### config.mk
export PLATFORM = sky130hd
export DESIGN_NAME = multicycle_ctrl_flat
export DESIGN_NICKNAME = d
export VERILOG_FILES = /design/src/rtl/cpu_defs.sv /design/src/rtl/multicycle_ctrl_if.sv /design/src/rtl/instr_class_dec.sv /design/src/rtl/multicycle_ctrl.sv /design/src/flat_wrapper.sv
export SDC_FILE = /design/constraint.sdc
export NUM_CORES = 1
export LEC_CHECK = 0
export ABC_AREA = 1
export BUFFER_PORTS_ARGS = -buffer_cell sky130_fd_sc_hd__buf_4
export CORE_ASPECT_RATIO = 0.9
export CORE_MARGIN = 4
export CORE_UTILIZATION = 43
export CTS_CLUSTER_DIAMETER = 30
export CTS_CLUSTER_SIZE = 24
export DETAILED_ROUTE_END_ITERATION = 16
export PLACE_DENSITY = 0.65
export SLEW_MARGIN = 20
export SYNTH_ARGS = -nofsm -noshare
export SYNTH_HDL_FRONTEND = slang
export SYNTH_SLANG_ARGS = --single-unit
### constraint.sdc
create_clock -name clk -period 3 [get_ports clk]
set_clock_uncertainty 0.05 [all_clocks]
set_input_delay 0.45 -clock clk [delete_from_list [all_inputs] [get_ports clk]]
set_output_delay 0.45 -clock clk [all_outputs]
set_load 0.03 [all_outputs]
### src/rtl/cpu_defs.sv
// Shared RV32I control definitions: opcodes, class codes, FSM encoding and datapath mux selects.
package cpu_defs;

    localparam logic [6:0] OpR      = 7'b0110011;
    localparam logic [6:0] OpImm    = 7'b0010011;
    localparam logic [6:0] OpLui    = 7'b0110111;
    localparam logic [6:0] OpAuipc  = 7'b0010111;
    localparam logic [6:0] OpJal    = 7'b1101111;
    localparam logic [6:0] OpJalr   = 7'b1100111;
    localparam logic [6:0] OpBranch = 7'b1100011;
    localparam logic [6:0] OpLoad   = 7'b0000011;
    localparam logic [6:0] OpStore  = 7'b0100011;
    localparam logic [6:0] OpFence  = 7'b0001111;
    localparam logic [6:0] OpSystem = 7'b1110011;

    typedef enum logic [3:0] {
        ClsR,
        ClsImm,
        ClsLui,
        ClsAuipc,
        ClsJal,
        ClsJalr,
        ClsBranch,
        ClsLoad,
        ClsStore,
        ClsFence,
        ClsSystem
    } instr_class_e;

    localparam logic [2:0] StIdle   = 3'd0;
    localparam logic [2:0] StFetch  = 3'd1;
    localparam logic [2:0] StDecode = 3'd2;
    localparam logic [2:0] StExec   = 3'd3;
    localparam logic [2:0] StMem    = 3'd4;
    localparam logic [2:0] StWb     = 3'd5;
    localparam logic [2:0] StHalt   = 3'd6;
    localparam logic [2:0] StTrap   = 3'd7;

    localparam logic       AluASelRs1   = 1'b0;
    localparam logic       AluASelPc    = 1'b1;
    localparam logic       AluBSelRs2   = 1'b0;
    localparam logic       AluBSelImm   = 1'b1;

    localparam logic [1:0] PcSelPlus4   = 2'd0;
    localparam logic [1:0] PcSelPlusImm = 2'd1;
    localparam logic [1:0] PcSelAlu     = 2'd2;

    localparam logic [1:0] WbSelAlu     = 2'd0;
    localparam logic [1:0] WbSelLoad    = 2'd1;
    localparam logic [1:0] WbSelPc4     = 2'd2;
    localparam logic [1:0] WbSelImm     = 2'd3;

endpackage

### src/rtl/multicycle_ctrl_if.sv
// Sequencer bundle: memory handshakes, datapath controls and status, seen from controller (master).
interface multicycle_ctrl_if;
    logic        imem_req;
    logic        imem_ack;
    logic [31:0] imem_rdata;
    logic        dmem_req;
    logic        dmem_we;
    logic        dmem_ack;
    logic        branch_taken;
    logic [31:0] ir;
    logic        alu_a_sel;
    logic        alu_b_sel;
    logic [1:0]  pc_sel;
    logic [1:0]  wb_sel;
    logic        pc_we;
    logic        rf_we;
    logic        retire;
    logic [31:0] instret;
    logic        halted;
    logic        illegal;
    logic        bus_err;

    modport master (
        output imem_req, dmem_req, dmem_we, ir, alu_a_sel, alu_b_sel, pc_sel, wb_sel,
               pc_we, rf_we, retire, instret, halted, illegal, bus_err,
        input  imem_ack, imem_rdata, dmem_ack, branch_taken
    );

    modport slave (
        input  imem_req, dmem_req, dmem_we, ir, alu_a_sel, alu_b_sel, pc_sel, wb_sel,
               pc_we, rf_we, retire, instret, halted, illegal, bus_err,
        output imem_ack, imem_rdata, dmem_ack, branch_taken
    );
endinterface

### src/rtl/instr_class_dec.sv
// Combinational opcode classifier; shared with the pipelined core's hazard logic.
module instr_class_dec
    import cpu_defs::*;
(
    input  logic [6:0]   opcode_i,
    output instr_class_e cls_o,
    output logic         illegal_o
);

    always_comb begin
        cls_o     = ClsR;
        illegal_o = 1'b0;
        case (opcode_i)
            OpR:      cls_o = ClsR;
            OpImm:    cls_o = ClsImm;
            OpLui:    cls_o = ClsLui;
            OpAuipc:  cls_o = ClsAuipc;
            OpJal:    cls_o = ClsJal;
            OpJalr:   cls_o = ClsJalr;
            OpBranch: cls_o = ClsBranch;
            OpLoad:   cls_o = ClsLoad;
            OpStore:  cls_o = ClsStore;
            OpFence:  cls_o = ClsFence;
            OpSystem: cls_o = ClsSystem;
            default:  illegal_o = 1'b1;
        endcase
    end

endmodule

### src/rtl/multicycle_ctrl.sv
// Multi-cycle RV32I control sequencer: fetch, decode, execute, memory, writeback with bus timeout.
module multicycle_ctrl
    import cpu_defs::*;
#(
    parameter int unsigned MEM_TIMEOUT = 255
) (
    input  logic              clk,
    input  logic              reset,
    multicycle_ctrl_if.master bus
);

    logic [2:0]   state_q, state_d;
    logic [31:0]  ir_q, ir_d;
    logic [31:0]  instret_q, instret_d;
    logic [31:0]  wait_q, wait_d;
    logic         taken_q, taken_d;
    logic         halted_q, halted_d;
    logic         illegal_q, illegal_d;
    logic         bus_err_q, bus_err_d;

    instr_class_e cls;
    logic         dec_illegal;
    logic         is_mem;
    logic         timeout_hit;

    instr_class_dec u_dec (
        .opcode_i  (ir_q[6:0]),
        .cls_o     (cls),
        .illegal_o (dec_illegal)
    );

    assign is_mem      = (cls == ClsLoad) || (cls == ClsStore);
    // The current wait cycle is the last one allowed without an ack.
    assign timeout_hit = (MEM_TIMEOUT != 0) && ((wait_q + 32'd1) == 32'(MEM_TIMEOUT));

    always_comb begin
        state_d   = state_q;
        ir_d      = ir_q;
        instret_d = instret_q;
        wait_d    = '0;
        taken_d   = taken_q;
        halted_d  = halted_q;
        illegal_d = illegal_q;
        bus_err_d = bus_err_q;
        case (state_q)
            StIdle: state_d = StFetch;
            StFetch: begin
                if (bus.imem_ack) begin
                    ir_d    = bus.imem_rdata;
                    state_d = StDecode;
                end else if (timeout_hit) begin
                    state_d   = StTrap;
                    bus_err_d = 1'b1;
                end else begin
                    wait_d = wait_q + 32'd1;
                end
            end
            StDecode: begin
                if (dec_illegal) begin
                    state_d   = StTrap;
                    illegal_d = 1'b1;
                end else if (cls == ClsSystem) begin
                    state_d  = StHalt;
                    halted_d = 1'b1;
                end else begin
                    state_d = StExec;
                end
            end
            StExec: begin
                if (cls == ClsBranch) taken_d = bus.branch_taken;
                state_d = is_mem ? StMem : StWb;
            end
            StMem: begin
                if (bus.dmem_ack) begin
                    state_d = StWb;
                end else if (timeout_hit) begin
                    state_d   = StTrap;
                    bus_err_d = 1'b1;
                end else begin
                    wait_d = wait_q + 32'd1;
                end
            end
            StWb: begin
                instret_d = instret_q + 32'd1;
                state_d   = StFetch;
            end
            default: state_d = state_q;
        endcase
    end

    always_comb begin
        bus.imem_req  = (state_q == StFetch);
        bus.dmem_req  = (state_q == StMem);
        bus.dmem_we   = (state_q == StMem) && (cls == ClsStore);
        bus.ir        = ir_q;
        bus.instret   = instret_q;
        bus.halted    = halted_q;
        bus.illegal   = illegal_q;
        bus.bus_err   = bus_err_q;
        bus.alu_a_sel = AluASelRs1;
        bus.alu_b_sel = AluBSelRs2;
        bus.pc_sel    = PcSelPlus4;
        bus.wb_sel    = WbSelAlu;
        bus.pc_we     = 1'b0;
        bus.rf_we     = 1'b0;
        bus.retire    = 1'b0;
        // Operand selects stay up through MEM/WB so the ALU result is stable at writeback.
        if ((state_q == StExec) || (state_q == StMem) || (state_q == StWb)) begin
            if ((cls == ClsAuipc) || (cls == ClsJal)) bus.alu_a_sel = AluASelPc;
            if ((cls == ClsImm) || (cls == ClsLoad) || (cls == ClsStore) ||
                (cls == ClsJalr) || (cls == ClsAuipc)) begin
                bus.alu_b_sel = AluBSelImm;
            end
        end
        if (state_q == StWb) begin
            bus.pc_we  = 1'b1;
            bus.retire = 1'b1;
            bus.rf_we  = (cls == ClsR) || (cls == ClsImm) || (cls == ClsLui) ||
                         (cls == ClsAuipc) || (cls == ClsJal) || (cls == ClsJalr) ||
                         (cls == ClsLoad);
            case (cls)
                ClsLui:            bus.wb_sel = WbSelImm;
                ClsJal, ClsJalr:   bus.wb_sel = WbSelPc4;
                ClsLoad:           bus.wb_sel = WbSelLoad;
                default:           bus.wb_sel = WbSelAlu;
            endcase
            case (cls)
                ClsJal:    bus.pc_sel = PcSelPlusImm;
                ClsBranch: bus.pc_sel = taken_q ? PcSelPlusImm : PcSelPlus4;
                ClsJalr:   bus.pc_sel = PcSelAlu;
                default:   bus.pc_sel = PcSelPlus4;
            endcase
        end
    end

    always_ff @(posedge clk) begin
        if (reset) begin
            state_q   <= StIdle;
            ir_q      <= '0;
            instret_q <= '0;
            wait_q    <= '0;
            taken_q   <= 1'b0;
            halted_q  <= 1'b0;
            illegal_q <= 1'b0;
            bus_err_q <= 1'b0;
        end else begin
            state_q   <= state_d;
            ir_q      <= ir_d;
            instret_q <= instret_d;
            wait_q    <= wait_d;
            taken_q   <= taken_d;
            halted_q  <= halted_d;
            illegal_q <= illegal_d;
            bus_err_q <= bus_err_d;
        end
    end

endmodule

### src/flat_wrapper.sv
// flat-port wrapper written by rule: the top's interface ports become plain ports
module multicycle_ctrl_flat import cpu_defs::*;
#(
    parameter int unsigned MEM_TIMEOUT = 255
)
  (clk, reset, bus_imem_req, bus_dmem_req, bus_dmem_we, bus_ir, bus_alu_a_sel, bus_alu_b_sel, bus_pc_sel, bus_wb_sel, bus_pc_we, bus_rf_we, bus_retire, bus_instret, bus_halted, bus_illegal, bus_bus_err, bus_imem_ack, bus_imem_rdata, bus_dmem_ack, bus_branch_taken);
  multicycle_ctrl_if bus_i ();
  input  logic clk;
  input  logic reset;
  output wire logic [$bits(bus_i.imem_req)-1:0] bus_imem_req;
  output wire logic [$bits(bus_i.dmem_req)-1:0] bus_dmem_req;
  output wire logic [$bits(bus_i.dmem_we)-1:0] bus_dmem_we;
  output wire logic [$bits(bus_i.ir)-1:0] bus_ir;
  output wire logic [$bits(bus_i.alu_a_sel)-1:0] bus_alu_a_sel;
  output wire logic [$bits(bus_i.alu_b_sel)-1:0] bus_alu_b_sel;
  output wire logic [$bits(bus_i.pc_sel)-1:0] bus_pc_sel;
  output wire logic [$bits(bus_i.wb_sel)-1:0] bus_wb_sel;
  output wire logic [$bits(bus_i.pc_we)-1:0] bus_pc_we;
  output wire logic [$bits(bus_i.rf_we)-1:0] bus_rf_we;
  output wire logic [$bits(bus_i.retire)-1:0] bus_retire;
  output wire logic [$bits(bus_i.instret)-1:0] bus_instret;
  output wire logic [$bits(bus_i.halted)-1:0] bus_halted;
  output wire logic [$bits(bus_i.illegal)-1:0] bus_illegal;
  output wire logic [$bits(bus_i.bus_err)-1:0] bus_bus_err;
  input wire logic [$bits(bus_i.imem_ack)-1:0] bus_imem_ack;
  input wire logic [$bits(bus_i.imem_rdata)-1:0] bus_imem_rdata;
  input wire logic [$bits(bus_i.dmem_ack)-1:0] bus_dmem_ack;
  input wire logic [$bits(bus_i.branch_taken)-1:0] bus_branch_taken;
  assign bus_imem_req = bus_i.imem_req;
  assign bus_dmem_req = bus_i.dmem_req;
  assign bus_dmem_we = bus_i.dmem_we;
  assign bus_ir = bus_i.ir;
  assign bus_alu_a_sel = bus_i.alu_a_sel;
  assign bus_alu_b_sel = bus_i.alu_b_sel;
  assign bus_pc_sel = bus_i.pc_sel;
  assign bus_wb_sel = bus_i.wb_sel;
  assign bus_pc_we = bus_i.pc_we;
  assign bus_rf_we = bus_i.rf_we;
  assign bus_retire = bus_i.retire;
  assign bus_instret = bus_i.instret;
  assign bus_halted = bus_i.halted;
  assign bus_illegal = bus_i.illegal;
  assign bus_bus_err = bus_i.bus_err;
  assign bus_i.imem_ack = bus_imem_ack;
  assign bus_i.imem_rdata = bus_imem_rdata;
  assign bus_i.dmem_ack = bus_dmem_ack;
  assign bus_i.branch_taken = bus_branch_taken;
  multicycle_ctrl #(.MEM_TIMEOUT(MEM_TIMEOUT)) u_core (.clk(clk), .reset(reset), .bus(bus_i));
endmodule
Yosys cells after proc, flatten, opt, wreduce, memory -nomap -nowiden
Index checks and enable logic that the tools add are counted.

storage, ports and cells
  bits in registers = 103
  bits in latches = 0
  bits in writable memories = 0
  bits in read-only memories = 0
  input port bits = 37
  output and inout port bits = 79
  logic and storage cells = 93
  memories = 0

operators by class
  add/sub/neg operators = 2
  multiply operators = 0
  divide/modulo/power cells = 0
  order comparisons = 0
  equal/unequal tests = 28
  shift-type cells = 0
  muxes and demuxes = 27
  bitwise gates (word level) = 1
  reduce and logical (&&, ||, !) cells = 27

operator list
  operator                                                                 number
  32-bit 2-to-1 mux                                                        3
  32-bit by 1-bit adder with 32-bit output (second input constant)         2
  32-bit one-hot mux with 2 select lines                                   1
  4-bit one-hot mux with 10 select lines                                   1
  32-bit by 8-bit equality test with 1-bit output (second input constant)  1
  7-bit equality test (second input constant)                              4
  7-bit by 6-bit equality test with 1-bit output (second input constant)   3
  4-bit by 3-bit equality test with 1-bit output (second input constant)   4
  3-bit 2-to-1 mux                                                         5
  3-bit one-hot mux with 5 select lines                                    1
  7-bit by 5-bit equality test with 1-bit output (second input constant)   2
  1-bit logical OR                                                         14
  2-bit one-hot mux with 3 select lines                                    2
  1-bit 2-to-1 mux                                                         11
  11-bit OR reduction                                                      1
  4-bit by 2-bit equality test with 1-bit output (second input constant)   2
  4-bit equality test (second input constant)                              2
  7-bit by 2-bit equality test with 1-bit output (second input constant)   1
  7-bit by 4-bit equality test with 1-bit output (second input constant)   1
  3-bit by 2-bit equality test with 1-bit output (second input constant)   2
  3-bit equality test (second input constant)                              2
  2-bit AND reduction                                                      3
  3-bit AND reduction                                                      2
  5-bit nonzero test                                                       1
  11 further kinds                                                         14

Longest topological paths before layout
Gate-level depths: netlist of run 1.

  depth after elaboration = 10
  depth in mapped cells = 17
  mapped depth without buffers = 17

By module
From an unflattened synthesis of run 1, not the netlist that was laid out.

unflattened totals
  cell total of the unflattened synthesis = 849
  area total of the unflattened synthesis = 5569.1 sq um

modules (own cells, without submodules)
  module           instances  cells each  area an instance (sq um)  sequential area each (sq um)
  multicycle_ctrl  1          800         5337.6                    2062.0
  instr_class_dec  1          49          231.5                     0.0

Least setup slack after synthesis of run 1
OpenSTA, ideal clock, no wires.

  path kind = flip-flop to output port
  start = register u_core.ir_q[3], in the netlist u_core.bus.ir[3]
  end = output bus_pc_sel[0]
  arrival time = 1877 ps
  required time = 2500 ps
  slack = 623 ps
  cell stages (with the launch flop) = 11
  path buffers = 0
  cells stage by stage = dfxtp_1 > nor2_1 > nand2_1 > inv_1 > nand2_1 > inv_1 > nor3_1 > nand2_1 > inv_1 > nand3_1 > a21oi_1

on the way
  longest elaborated chain between the ends = 5
  elaborated cells between the ends (all ways) = 16
  those cells by class = 13 x eq/ne; 3 x mux

ends and longest elaborated chain
  item                                               RTL line                source
  from (decl)                                        multicycle_ctrl.sv:13   logic [31:0] ir_q, ir_d;
  from (signal assigned)                             multicycle_ctrl.sv:148  ir_q <= ir_d;
  7-bit equality test, or another cell as far along  instr_class_dec.sv:13   case (opcode_i)
  4-bit one-hot mux with 10 select lines *           instr_class_dec.sv:13
  4-bit by 3-bit equality test with 1-bit output     multicycle_ctrl.sv:127  case (cls)
  2-bit one-hot mux with 3 select lines *            multicycle_ctrl.sv:127
  2-bit 2-to-1 mux *                                 multicycle_ctrl.sv:115  if (state_q == StWb) begin
  to (decl)                                          flat_wrapper.sv:16      output wire logic [$bits(bus_i.pc_sel)-1:0] bus_pc_sel;

Mark *: on every way between the ends. The rest lies on a longest branch, timed or not.

Final worst setup path of run 1
  start = register u_core.wait_q[1]
  end = register u_core.wait_q[16]

on the way
  longest elaborated chain between the ends = 5
  elaborated cells between the ends (all ways) = 6
  those cells by class = 1 x add/sub; 1 x eq/ne; 4 x mux

ends and longest elaborated chain
  item                                             RTL line                                                             source
  from (decl)                                      multicycle_ctrl.sv:15                                                logic [31:0] wait_q, wait_d;
  from (signal assigned)                           multicycle_ctrl.sv:150                                               wait_q <= wait_d;
  32-bit by 1-bit adder with 32-bit output *       multicycle_ctrl.sv:34, multicycle_ctrl.sv:55, multicycle_ctrl.sv:80
  32-bit by 8-bit equality test with 1-bit output  multicycle_ctrl.sv:34                                                assign timeout_hit = (MEM_TIMEOUT != 0) && ((wait_q + 32'd1) == 32'(MEM_TIMEOUT));
  32-bit 2-to-1 mux *                              multicycle_ctrl.sv:51, multicycle_ctrl.sv:76
  32-bit 2-to-1 mux (on tied branches)             multicycle_ctrl.sv:74, multicycle_ctrl.sv:48
  32-bit one-hot mux with 2 select lines *         multicycle_ctrl.sv:45                                                case (state_q)

Marked as above.
A chain may end at the register's enable or synchronous reset.

==> impl_metrics.ini, run 1 <==
[synth]
yosys_most_used_dff = sky130_fd_sc_hd__dfxtp_1
synthesis.nets = 854
synth_adder_area_share = 0.00700
synth_xor_xnor_area_share = 0.0180
synthesis.yosys.warnings = 0
ys_seq_area_frac = 0.385
number_of_register_bits_inferred_by_synthesis = 103
ys_top_cells_by_area = sky130_fd_sc_hd__dfxtp_1 (38%), sky130_fd_sc_hd__nand2_1 (13%), sky130_fd_sc_hd__nor2_1 (13%)
synth_simple_gate_area_share = 0.393
netlist_area_um2 = 5360
synth-async-reset-ratio = 0
post_synthesis_compound_gate_area_fraction = 0.113
synthDominantCellAreaShare = 0.385
dominant_combinational_cell_family_by_area_after_synthesis = simple AND/OR/NAND/NOR gates
synth_edf_count = 0
post_synthesis_mux_area_share = 0
synthesis.instances = 814
yosysUniqueCellTypes = 39
yosys.area.top_type = sky130_fd_sc_hd__dfxtp_1
syn-mean-instance-area_um2 = 6.58

[min_path]
min_path_type = input port to flop

[pwr]
p_clk_frac = 0.307
sequentialPowerShare = 0.407
power.total_mw = 4.00
worst_ir_drop_vdd_uv = 420
power.switching_fraction = 0.348
power.density_cell_area_nw_per_um2 = 599
static_leak_nw = 2.80
pwr-share-comb = 0.286
switchingPower_mw = 1.39
power_report.internal_total_mw = 2.61

[timing]
setup_repair_after_global_routing_missed_its_margin = no
fin_ws_ps = 355
worst-slew-pin-transition_ps = 719
achievable-frequency_mhz = 378
normalized_max_slew_margin = 0.518
timing.final.setup_violations = 0
hold_viol = 0
holdWs_ps = 304
finalSetupTns_ps = 0
slew_violations = 0
crit_share_post_route = 0.882
final_period_minus_worst_setup_slack_ps = 2640

[routing]
post_drt_via_cell_ratio = 4.80
drt-pass1-iter-count = 5
drc_violations_left = 0
drt.antenna.violating_nets = 0
routed-via-count = 5250
post_drt_wl_per_cell_um = 13.0
detailedRoute.firstIterationViolations = 316
drt-total-wl_um = 14200

[placement]
place_worst_setup_slack_ps = 398
portbufs = 115
dpl.cell_count = 1077
gp_routability_congestion = 0.927
dp_hpwl_um = 11000
dpl-instance-area_um2 = 6370

[grt]
grt_pass1_wl_um = 23300
met3_usage = 0.0632
grt-busiest-layer = met2
grt_antenna_before_repair = 0
grt_overflow = 0
met1_usage = 0.265
number_of_global_route_vias_before_repair = 4896
global_route.usage.met2 = 0.307
largest_net_degree_at_the_start_of_global_routing = 52
grt.total_usage = 0.197

[layout]
mostFrequentLayoutCells = sky130_fd_sc_hd__nand2_1 (190), sky130_fd_sc_hd__nor2_1 (179), sky130_fd_sc_hd__buf_4 (120), sky130_fd_sc_hd__dfxtp_1 (103), sky130_fd_sc_hd__inv_1 (92)
fin_cells = 1093
flow.area_growth_from_synthesis_pct = 24.6
drive_above_1_share = 0.186
final_area_um2 = 6680
mostFrequentLayoutCell = sky130_fd_sc_hd__nand2_1
finalCoreUtilization = 0.551
layout.nets = 968
number_of_diodes_added_for_antenna_fixing = 0

[clock_tree]
path_clk_slew_ps = 70
post_cts_setup_repair_buffer_count = 0
cts.repair.resized = 0
cts-root-buf = sky130_fd_sc_hd__clkbuf_16
tritoncts = done
cts_buffer_depth = 2
clkLatencyLatePin_ps = 350
holdBufCountCts = 0
cts-buffers-inserted = 9
cts_num_sinks = 103
htree_levels = 3

[floorplan]
die_height_um = 114
design.die.area_um2 = 14300
pin_count = 116
core_um2 = 12100
die_extent_in_x_um = 126
initial_utilization = 0.442
row_count = 38

[setup_path]
critical_path.startpoint_type = flop
critical_path.cell_chain = ha_1, nand2_1, nor2_4, nand2_1, nand2_1, nand2_1, nor4_1, nand3_1, nor2_1, nand3_1, nand3_2, buf_4, a21oi_1
end_kind = flop
critical_path.n_buffers_inverters = 1
endpoint_required_time_on_the_critical_path_ps = 3180
worstPathMaxFanout = 13
timing_worst_setup_path_type = flop to flop
crit_path_most_repeated_cell = sky130_fd_sc_hd__nand2_1
cp_top_family = simple AND/OR/NAND/NOR gates
timing.critical_path.arrival_ps = 2830
crit_path_largest_cell_delay_ps = 380
slowest_stage = sky130_fd_sc_hd__dfxtp_1

[status]
outcome = completed

[job]
maxCapViolations = 0
-- final timing paths --
kind                     start           endpoint  slack, ps  cells past startpoint
max           u_core.wait_q[1]  u_core.wait_q[16]        360                     13
min          bus_imem_rdata[8]   u_core.bus.ir[8]        300                      3
max reg2reg   u_core.wait_q[1]  u_core.wait_q[16]        360                     13
min reg2reg     u_core.taken_q     u_core.taken_q        410                      2
-- power by group through the flow --
stage               combinational (mW)  clock [mW]  sequential, mW
floorplan                        0.539           0            1.89
global placement                  1.16           0            1.65
detailed placement                1.16           0            1.66
CTS                               1.16        1.26            1.63
global route                      1.27        1.30            1.65
finish                            1.14        1.23            1.63
-- cell type report --
| cell class | count | area, um2 |
|---|---|---|
| Timing Repair Buffer | 120 | 901 |
| Clock inverter | 3 | 47.5 |
| Sequential cell | 103 | 2060 |
| Multi-Input combinational cell | 598 | 2850 |
| Tap cell | 160 | 200 |
| Inverter | 96 | 362 |
| Fill cell | 1251 | 5450 |
| Clock buffer | 13 | 260 |
-- registers in the layout, summed over array words and instances, names as in the netlist --
signal,flops
u_core.bus.ir,32
u_core.bus.instret,32
u_core.bus.halted,1
u_core.bus.illegal,1
u_core.taken_q,1
u_core.wait_q,32
u_core.bus.bus_err,1
u_core.state_q,3
-- Yosys cell counts, types with 5 or more instances --
master / number
sky130_fd_sc_hd__nand2_1: 190
sky130_fd_sc_hd__nor2_1: 179
sky130_fd_sc_hd__dfxtp_1: 103
sky130_fd_sc_hd__inv_1: 92
sky130_fd_sc_hd__o21ai_0: 50
sky130_fd_sc_hd__a21oi_1: 34
sky130_fd_sc_hd__nor3_1: 25
sky130_fd_sc_hd__nand3_1: 22
sky130_fd_sc_hd__nand3b_1: 14
sky130_fd_sc_hd__nand4_1: 14
sky130_fd_sc_hd__clkbuf_1: 12
sky130_fd_sc_hd__nor2_4: 10
sky130_fd_sc_hd__a21oi_2: 9
sky130_fd_sc_hd__xor2_1: 8
sky130_fd_sc_hd__nand3_2: 5
sky130_fd_sc_hd__nor2_2: 5
sky130_fd_sc_hd__nor4_1: 5
-- tightest hold or removal path, stage by stage --
cell and delay (ps):
sky130_fd_sc_hd__buf_4 70, sky130_fd_sc_hd__o21ai_0 70, sky130_fd_sc_hd__nor2_1 80
-- routing by layer --
metal | wire [um] | up-vias
met3 | 1200 | 16
met5 | 0 | -
li1 | - | 2821
met4 | 204 | 0
met2 | 6060 | 157
met1 | 6710 | 2256
-- logic make-up after synthesis --
logic type,after synthesis
adder cells (fa/ha/maj),3
AO/OA/AOI/OAI,108
buffers and inverters,113
AND/OR/NAND/NOR,476
flip-flops,103
XOR/XNOR,11
Power figures use the tool's default switching activity.
==> run 2: changes to the inputs <==
- ABC_AREA: 1 -> 0
- BUFFER_PORTS_ARGS: -buffer_cell sky130_fd_sc_hd__buf_4 -> -buffer_cell sky130_fd_sc_hd__buf_2
- PLACE_DENSITY: 0.65 -> 0.66
==> impl_metrics.ini, run 2 <==
[status]
outcome = completed

[layout]
number_of_diodes_added_for_antenna_fixing = 0
n_fill_cell = 1108
mostFrequentLayoutCell = sky130_fd_sc_hd__buf_2
flow.area_growth_from_synthesis_pct = 20.0
finalCoreUtilization = 0.533
drive_above_1_share = 0.239
layout.nets = 786
mostFrequentLayoutCells = sky130_fd_sc_hd__buf_2 (115), sky130_fd_sc_hd__dfxtp_1 (102), sky130_fd_sc_hd__nand2_1 (98), sky130_fd_sc_hd__nor2_1 (77), sky130_fd_sc_hd__a21oi_1 (49)

[placement]
dp_hpwl_um = 9000
gp_routability_congestion = 0.883
portbufs = 115

[grt]
grt.total_usage = 0.177
grt_pass1_wl_um = 20100
grt_antenna_before_repair = 0
largest_net_degree_at_the_start_of_global_routing = 74
grt_overflow = 0
number_of_global_route_vias_before_repair = 4319

[timing]
crit_share_post_route = 0.953
final_period_minus_worst_setup_slack_ps = 2860
hold_viol = 0
finalSetupTns_ps = 0
achievable-frequency_mhz = 350
worst-slew-pin-transition_ps = 1040
setup_repair_after_global_routing_missed_its_margin = no
slew_violations = 0
holdWs_ps = 284
normalized_max_slew_margin = 0.306
timing.final.setup_violations = 0

[routing]
drt.antenna.violating_nets = 0
wl_met1_um = 5780
drt-total-wl_um = 12400
routed-via-count = 4755
post_drt_wl_per_cell_um = 13.7
detailedRoute.firstIterationViolations = 340
drc_violations_left = 0
drt-pass1-iter-count = 5
post_drt_via_cell_ratio = 5.25
dr_wl_met3_um = 713
met2RoutedLength_um = 5720
routed.top_layer = met4

[synth]
ys_seq_area_frac = 0.401
synthesis.yosys.warnings = 0
synthDominantCellAreaShare = 0.401
synthesis.nets = 682
synth-async-reset-ratio = 0
synthesis.instances = 642
synth_commonest_cells = sky130_fd_sc_hd__dfxtp_1 (103), sky130_fd_sc_hd__nand2_1 (98), sky130_fd_sc_hd__nor2_1 (77), sky130_fd_sc_hd__a21oi_1 (49), sky130_fd_sc_hd__xor2_1 (40)
yosysUniqueCellTypes = 60
synth.most_common_cell = sky130_fd_sc_hd__dfxtp_1
yosys_most_used_dff = sky130_fd_sc_hd__dfxtp_1
number_of_register_bits_inferred_by_synthesis = 103
ys_top_cells_by_area = sky130_fd_sc_hd__dfxtp_1 (40%), sky130_fd_sc_hd__nand2_1 (7.2%), sky130_fd_sc_hd__xor2_1 (6.8%)
yosys.area.top_type = sky130_fd_sc_hd__dfxtp_1
synth_edf_count = 0
syn-mean-instance-area_um2 = 8.01
netlist_area_um2 = 5140

[setup_path]
critical_path.cell_chain = ha_4, nand4_4, nor4_4, a31oi_1, a22o_1, or4_4, or3_4, o41ai_2
end_kind = flop
endpoint_required_time_on_the_critical_path_ps = 3210
crit_path_largest_cell_delay_ps = 480
reg2reg_slack_ps = 140
worstPathMaxFanout = 7
cp_top_family = simple AND/OR/NAND/NOR gates
timing.critical_path.arrival_ps = 3070
critical_path.startpoint_type = flop
critical_path.n_buffers_inverters = 0
timing_worst_setup_path_type = flop to flop
slowest_stage = sky130_fd_sc_hd__dfxtp_1

[pwr]
power.switching_fraction = 0.244
power_report.internal_total_mw = 2.14
pwr-share-comb = 0.090
switchingPower_uw = 693
sequentialPowerShare = 0.505
static_leak_nw = 2.51
worst_ir_drop_vdd_uv = 274
power.density_cell_area_nw_per_um2 = 460
p_clk_frac = 0.406

[floorplan]
core_um2 = 11600
die_height_um = 112
pin_count = 116
design.die.area_um2 = 13800
row_count = 37
initial_utilization = 0.444
die_extent_in_x_um = 123

[min_path]
min_path_type = input port to flop

[job]
maxCapViolations = 0

[clock_tree]
clkLatencyLatePin_ps = 350
cts-buffers-inserted = 9
cts_num_sinks = 103
cts_buffer_depth = 2
tritoncts = done
htree_levels = 3
path_clk_slew_ps = 70
cts-root-buf = sky130_fd_sc_hd__clkbuf_16
## run 2: what timing repair did
item / in CTS / in global routing
hold buffers: 0 / 0
buffers inserted: 0 / 2
setup endpoints to repair: 0 / 29
resized for setup: 0 / 3
## run 2: metal layers
layer | global-route usage | up-vias
met1 | 0.231 | 2217
met5 | 0 | -
met4 | 0.0524 | 0
li1 | - | 2391
met2 | 0.284 | 130
met3 | 0.0508 | 17
## run 2: power by group through the flow
stage	sequential (mW)	combinational, mW	clock (mW)
2_1_floorplan	1.50	0.136	0
3_3_place_gp	1.46	0.251	0
3_5_place_dp	1.46	0.254	0
4_1_cts	1.43	0.255	1.18
5_1_grt	1.44	0.277	1.24
6_report	1.43	0.254	1.15
## run 2: final cells by class
class / instances / area, um2 / share of cell area
clock buffers: 11 / 243 / 0.0393
clock inverters: 3 / 43.8 / 0.00710
inverters: 11 / 41.3 / 0.00669
multi-input cells: 488 / 2860 / 0.464
flip-flops and latches: 103 / 2060 / 0.334
well taps: 156 / 195 / 0.0316
repair buffers: 133 / 723 / 0.117
## run 2: logic make-up after synthesis
| logic type | Yosys count | share of synthesized area |
|---|---|---|
| buf+inv | 51 | 0.0450 |
| mux | 7 | 0.0136 |
| simple gates | 326 | 0.320 |
| compound gates | 90 | 0.108 |
| xor+xnor | 62 | 0.106 |
| fa+ha+maj | 3 | 0.00730 |
| flops | 103 | 0.401 |
## run 2: final timing paths
check / cells after the start / startpoint / to
worst min-delay path: 3 / bus_imem_rdata[18] / u_core.bus.ir[18]
worst max register to register: 8 / u_core.wait_q[0] / u_core.state_q[2]
worst min register to register: 2 / u_core.bus.ir[18] / u_core.bus.ir[18]
worst max-delay path: 8 / u_core.wait_q[0] / u_core.state_q[2]
## run 2: through the flow
stage	std cells	area (um2)	power, mW	worst slack [ps]
2_1_floorplan	642	5140	1.63	170
3_3_place_gp	889	5860	1.71	187
3_5_place_dp	889	5860	1.72	52.2
4_1_cts	903	6140	2.87	36.2
5_1_grt	905	6170	2.95	5.35
6_report	905	6170	2.84	140
## run 2: worst min-delay path: cells and delay by family
family | cells | cell delay (ps)
buffers and inverters | 1 | 90
AND/OR/NAND/NOR | 1 | 40
AO/OA/AOI/OAI | 1 | 50
